### src/rtl/action_gen.sv
// action_gen: reflex-game prompt generator. Draws a pseudo-random direction per round,
// holds it for a timed answer window, inserts a blank gap, and ends the game on
// too many errors (loss) or after all rounds (win).
// Optional feature: define ACTION_GEN_SPEEDUP_EN to shrink the window by 2 ticks
// every 5 rounds, with a floor of 10 ticks.
module action_gen #(
    parameter int WINDOW_TICKS = 40,
    parameter int GAP_TICKS    = 5,
    parameter int TOTAL_ROUNDS = 30,
    parameter int MAX_WRONG    = 5
) (
    input  logic       clk,
    input  logic       rst,
    input  logic       tick,
    input  logic       start,
    input  logic [7:0] wrong_time,
    output logic       level,
    output logic [3:0] action,
    output logic [7:0] count,
    output logic       game_over,
    output logic       win
);
    typedef enum logic [1:0] {IDLE, SHOW, GAP, OVER} state_t;

    state_t      state_q, state_d;
    logic [7:0]  tcnt_q, tcnt_d, base_q, base_d, count_q, count_d;
    logic [3:0]  action_q, action_d;
    logic        level_q, level_d, over_q, over_d, win_q, win_d;
    logic [15:0] lfsr_q;
    logic [7:0]  misses, tcnt_inc, win_len;
    logic        err, idle_like;

    assign misses    = wrong_time - base_q;
    assign err       = misses >= 8'(MAX_WRONG);
    assign tcnt_inc  = tcnt_q + 8'd1;
    assign idle_like = (state_q == IDLE) || (state_q == OVER);

`ifdef ACTION_GEN_SPEEDUP_EN
    logic [7:0] win_len_q, win_len_d;

    function automatic logic [7:0] win_for(input logic [7:0] c);
        logic [7:0] dec;
        dec = 8'd2 * (c / 8'd5);
        return (8'(WINDOW_TICKS) < dec + 8'd10) ? 8'd10 : 8'(WINDOW_TICKS) - dec;
    endfunction

    assign win_len = win_len_q;

    // Window length is latched at round entry so it stays fixed for the whole round.
    always_ff @(posedge clk) begin
        if (rst) win_len_q <= '0;
        else     win_len_q <= win_len_d;
    end
`else
    assign win_len = 8'(WINDOW_TICKS);
`endif

    // State, counters, outputs and the free-running LFSR (taps 16/14/13/11).
    always_ff @(posedge clk) begin
        if (rst) begin
            state_q  <= IDLE;
            tcnt_q   <= '0;
            base_q   <= '0;
            count_q  <= '0;
            action_q <= '0;
            level_q  <= 1'b0;
            over_q   <= 1'b0;
            win_q    <= 1'b0;
            lfsr_q   <= 16'hACE1;
        end else begin
            state_q  <= state_d;
            tcnt_q   <= tcnt_d;
            base_q   <= base_d;
            count_q  <= count_d;
            action_q <= action_d;
            level_q  <= level_d;
            over_q   <= over_d;
            win_q    <= win_d;
            lfsr_q   <= {lfsr_q[0] ^ lfsr_q[2] ^ lfsr_q[3] ^ lfsr_q[5], lfsr_q[15:1]};
        end
    end

    // Next state: start from IDLE/OVER, error limit outranks window/gap expiry.
    always_comb begin
        state_d  = state_q;
        tcnt_d   = tcnt_q;
        base_d   = base_q;
        count_d  = count_q;
        action_d = action_q;
        level_d  = level_q;
        over_d   = over_q;
        win_d    = win_q;
`ifdef ACTION_GEN_SPEEDUP_EN
        win_len_d = win_len_q;
`endif
        if (idle_like) begin
            if (start) begin
                base_d   = wrong_time;
                count_d  = '0;
                win_d    = 1'b0;
                over_d   = 1'b0;
                action_d = {2'b00, lfsr_q[1:0]};
                tcnt_d   = '0;
                level_d  = 1'b1;
                state_d  = SHOW;
`ifdef ACTION_GEN_SPEEDUP_EN
                win_len_d = win_for(8'd0);
`endif
            end
        end else if (err) begin
            state_d = OVER;
            over_d  = 1'b1;
            win_d   = 1'b0;
            level_d = 1'b0;
        end else if (tick) begin
            tcnt_d = tcnt_inc;
            if (state_q == SHOW && tcnt_inc == win_len) begin
                tcnt_d  = '0;
                count_d = count_q + 8'd1;
                level_d = 1'b0;
                state_d = GAP;
            end else if (state_q == GAP && tcnt_inc == 8'(GAP_TICKS)) begin
                tcnt_d = '0;
                if (count_q == 8'(TOTAL_ROUNDS)) begin
                    state_d = OVER;
                    over_d  = 1'b1;
                    win_d   = 1'b1;
                end else begin
                    action_d = {2'b00, lfsr_q[1:0]};
                    level_d  = 1'b1;
                    state_d  = SHOW;
`ifdef ACTION_GEN_SPEEDUP_EN
                    win_len_d = win_for(count_q);
`endif
                end
            end
        end
    end

    assign level     = level_q;
    assign action    = action_q;
    assign count     = count_q;
    assign game_over = over_q;
    assign win       = win_q;
endmodule

### config.mk
export PLATFORM = sky130hd
export DESIGN_NAME = action_gen
export DESIGN_NICKNAME = d
export VERILOG_FILES = /design/src/rtl/action_gen.sv
export SDC_FILE = /design/constraint.sdc
export NUM_CORES = 1
export LEC_CHECK = 0
export CAP_MARGIN = 25
export CORE_ASPECT_RATIO = 2
export CORE_MARGIN = 4
export CORE_UTILIZATION = 55
export CTS_BUF_LIST = sky130_fd_sc_hd__clkbuf_2 sky130_fd_sc_hd__clkbuf_4 sky130_fd_sc_hd__clkbuf_8
export DETAILED_ROUTE_END_ITERATION = 10
export GPL_TIMING_DRIVEN = 0
export PLACE_DENSITY = 0.77
export SLEW_MARGIN = 25
export SYNTH_ARGS = -nofsm -noshare
export SYNTH_HDL_FRONTEND = slang
export SYNTH_SLANG_ARGS = --single-unit
### constraint.sdc
create_clock -name clk -period 4.2 [get_ports clk]
set_input_delay 1.05 -clock clk [delete_from_list [all_inputs] [get_ports clk]]
set_output_delay 1.05 -clock clk [all_outputs]
set_load 0.05 [all_outputs]
==> results.yml, run 1 <==
outcome:
  status: "completed"
clocking:
  numClockSinks: 47
  post_cts_hold_buffer_count: 0
  worstSkewPairLatency_ps: 310
  clock_tree_from_tritoncts: "yes"
  max_h_tree_level: 2
  cts.path.max_buffers: 2
  cts_made_buffers: 5
  cts.clk_slew.worst_paths_ps: 100
  post-cts-setup-buffers: 0
  clock_tree.root_cell: "sky130_fd_sc_hd__clkbuf_8"
  post_cts_resize_count: 0
power_and_ir_drop:
  power_leakage_nw: 1.10
  vdd.ir_drop.worst_mv: 0.342
  power-per-cell-area_nw_per_um2: 411
  internal_power_uw: 792
  p_sw_uw: 420
  power.combinational.fraction: 0.302
  switching_share: 0.347
  power.share.clock: 0.286
  power.sequential.fraction: 0.411
worst_setup_path:
  setup.worst_path.end_class: "flip-flop"
  timing.critical_path.arrival_ps: 4050
  setup.worst_path.start_class: "input port"
  worstPathMaxFanout: 10
  setup.worst_path.class: "input port to flip-flop"
  required_worst_endpoint_ps: 4450
detailed_routing:
  drc: 0
  route.antenna.remaining_nets: 0
  routed_wire_length_per_instance_um: 15.3
  wirelength_routed_um: 5890
  detailroute.via_count: 2234
  drtPass1Iterations: 4
  detailed_route_vias_per_instance: 5.79
  initialDrtViolationCount: 53
sta:
  max_freq_ghz: 0.263
  post-route-min-period_ps: 3810
  final_hold_viol_count: 0
  max_slew.worst_pin.slew_ps: 635
  unrepaired_setup_endpoints_after_global_routing: "no"
  layout_worst_path_cycle_share: 0.906
  timing_max_transition_violations_final: 0
  clock-skew-final_ps: 16.8
  worst_slew_margin_rel: 0.577
  total_setup_violations_reported_at_the_end_of_the_flow: 0
  setup-tns-final_ps: 0
final_layout:
  post_route_cells_drive_above_1_share: 0.0994
  final_cell_mix: "sky130_fd_sc_hd__dfxtp_1, sky130_fd_sc_hd__nand2_1, sky130_fd_sc_hd__a21oi_1"
  final_common_cell: "sky130_fd_sc_hd__dfxtp_1"
  nFillCells: 401
  final_net_count: 358
  fin_cells: 386
  area_growth_pct: 16.5
  num_antenna_cells: 0
  final_util: 0.672
global_route:
  antenna_violations_before_repair: 0
  grt_pass1_vias: 2155
  grt_overflow_total: 0
  globalRouteTotalUtil: 0.220
  wire_length_of_the_first_global_routing_pass_um: 10300
  maximum_number_of_pins_on_one_net_before_global_route_repair: 17
placed_design:
  placement.io_buffers: 23
  place_inst: 378
  routabilityCongestion: 0.871
  dp_hpwl_um: 4500
job:
  cap_viol_max_count: 0
synthesis:
  ys_seq_area_frac: 0.372
  synth_area_per_cell_um2: 8.42
  synth_cell_type_count: 56
  edff_count_synth: 0
  postSynthCellCount: 300
  most_instantiated_flip_flop_cell_in_the_synthesis_netlist: "sky130_fd_sc_hd__dfxtp_1"
  ys_seq_elements: 47
  synthesis.yosys.warnings: 0
  postSynth.asyncResetShare: 0
  post_syn_area_um2: 2530
die:
  dieHeight_um: 104
  design.portCount: 27
  die_x_um: 55.9
  design.core.area_um2: 4380
  rows: 34
  dieArea_um2: 5810
  initial_utilization: 0.577
hold_path:
  timing.hold.worst.class: "flip-flop to flip-flop"
==> worst max-delay path: stages <==
cell and delay [ps]:
sky130_fd_sc_hd__clkdlybuf4s50_1 420, sky130_fd_sc_hd__inv_1 60, sky130_fd_sc_hd__ha_1 150, sky130_fd_sc_hd__inv_1 60, sky130_fd_sc_hd__fa_1 430, sky130_fd_sc_hd__a21oi_1 220, sky130_fd_sc_hd__o221ai_1 180, sky130_fd_sc_hd__xor2_1 200
sky130_fd_sc_hd__nor4b_4 270, sky130_fd_sc_hd__a31oi_2 220, sky130_fd_sc_hd__buf_6 220, sky130_fd_sc_hd__nor2_1 350, sky130_fd_sc_hd__mux2i_1 230
==> per-stage QoR <==
stage / setup slack, ps / total power, mW / hold slack (ps) / area [µm²]
finish: 394 / 1.21 / 407 / 2950
global route: 137 / 1.28 / 423 / 2950
CTS: 396 / 1.21 / 418 / 2950
detailed placement: 110 / 0.873 / 400 / 2830
global placement: 107 / 0.867 / 402 / 2830
floorplan: 831 / 0.771 / 389 / 2530
==> power by group through the flow <==
stage / combinational [mW] / clock (mW) / sequential [mW]
4_1_cts: 0.367 / 0.348 / 0.498
5_1_grt: 0.407 / 0.371 / 0.503
3_5_place_dp: 0.364 / 0 / 0.509
3_3_place_gp: 0.359 / 0 / 0.508
6_report: 0.366 / 0.347 / 0.498
2_1_floorplan: 0.243 / 0 / 0.528
==> state kept, by name (all words and copies together) (netlist names) <==
| signal | flops |
|---|---|
| action | 2 |
| base_q | 8 |
| count | 8 |
| game_over | 1 |
| level | 1 |
| lfsr_q | 16 |
| state_q | 2 |
| tcnt_q | 8 |
| win | 1 |
==> cell type report <==
cell class,count,area (µm²),area share
plain buffers,16,88.8,0.0302
clock buffers,5,68.8,0.0234
clock inverters,3,47.5,0.0161
inverters,27,101,0.0344
multi-input cells,211,1400,0.475
flip-flops and latches,47,941,0.319
well taps,54,67.6,0.0229
repair buffers,23,230,0.0782
==> Yosys cell counts, types with 4 or more instances <==
library cell	n	area, µm²
sky130_fd_sc_hd__dfxtp_1	47	941
sky130_fd_sc_hd__nand2_1	29	109
sky130_fd_sc_hd__a21oi_1	28	140
sky130_fd_sc_hd__inv_1	27	101
sky130_fd_sc_hd__ha_1	14	175
sky130_fd_sc_hd__nand3_1	14	70.1
sky130_fd_sc_hd__nor2_1	12	45.0
sky130_fd_sc_hd__nor2b_1	9	56.3
sky130_fd_sc_hd__or2_2	9	56.3
sky130_fd_sc_hd__nand2b_1	7	43.8
sky130_fd_sc_hd__or4_1	7	52.6
sky130_fd_sc_hd__xnor2_1	7	61.3
sky130_fd_sc_hd__clkbuf_1	6	22.5
sky130_fd_sc_hd__xor2_1	5	43.8
sky130_fd_sc_hd__and3_1	4	25.0
sky130_fd_sc_hd__nor3_1	4	20.0
sky130_fd_sc_hd__o21ai_0	4	20.0
sky130_fd_sc_hd__o31ai_1	4	30.0
==> cell families (layout without fill, tap and decap cells) <==
kind of cell | after synthesis | after routing | share of synthesized area
compound gates | 71 | 71 | 0.191
xor+xnor | 12 | 12 | 0.0416
fa+ha+maj | 15 | 15 | 0.0772
buf+inv | 43 | 74 | 0.0752
flops | 47 | 47 | 0.372
mux | 2 | 2 | 0.00792
other cells | 1 | 2 | 0.00148
simple gates | 109 | 109 | 0.233
==> layer usage <==
layer | up-vias | global-route usage | share of wire
met5 | - | 0 | 0
met3 | 20 | 0.0360 | 0.035
met1 | 1051 | 0.226 | 0.37
li1 | 1114 | - | -
met2 | 49 | 0.407 | 0.55
met4 | 0 | 0.122 | 0.043
==> final timing paths <==
kind / cells past startpoint / to / slack [ps] / start
min reg2reg: 1 / lfsr_q[11]$_SDFF_PP1_ / 410 / lfsr_q[12]$_SDFF_PP0_
max reg2reg: 11 / action[0]$_SDFFE_PP0P_ / 1280 / base_q[0]$_SDFFE_PP0P_
max: 13 / action[0]$_SDFFE_PP0P_ / 390 / wrong_time[0]
min: 1 / lfsr_q[11]$_SDFF_PP1_ / 410 / lfsr_q[12]$_SDFF_PP0_
(Power assumes the default switching activity.)
==> inputs of run 2 (changes only) <==
--- a/config.mk
+++ b/config.mk
@@ -17,3 +17,4 @@
 export SYNTH_ARGS = -nofsm -noshare
 export SYNTH_HDL_FRONTEND = slang
 export SYNTH_SLANG_ARGS = --single-unit
+export TNS_END_PERCENT = 5
==> results of run 2 <==
Final layout, timing and power as in run 1 (identical DEF).
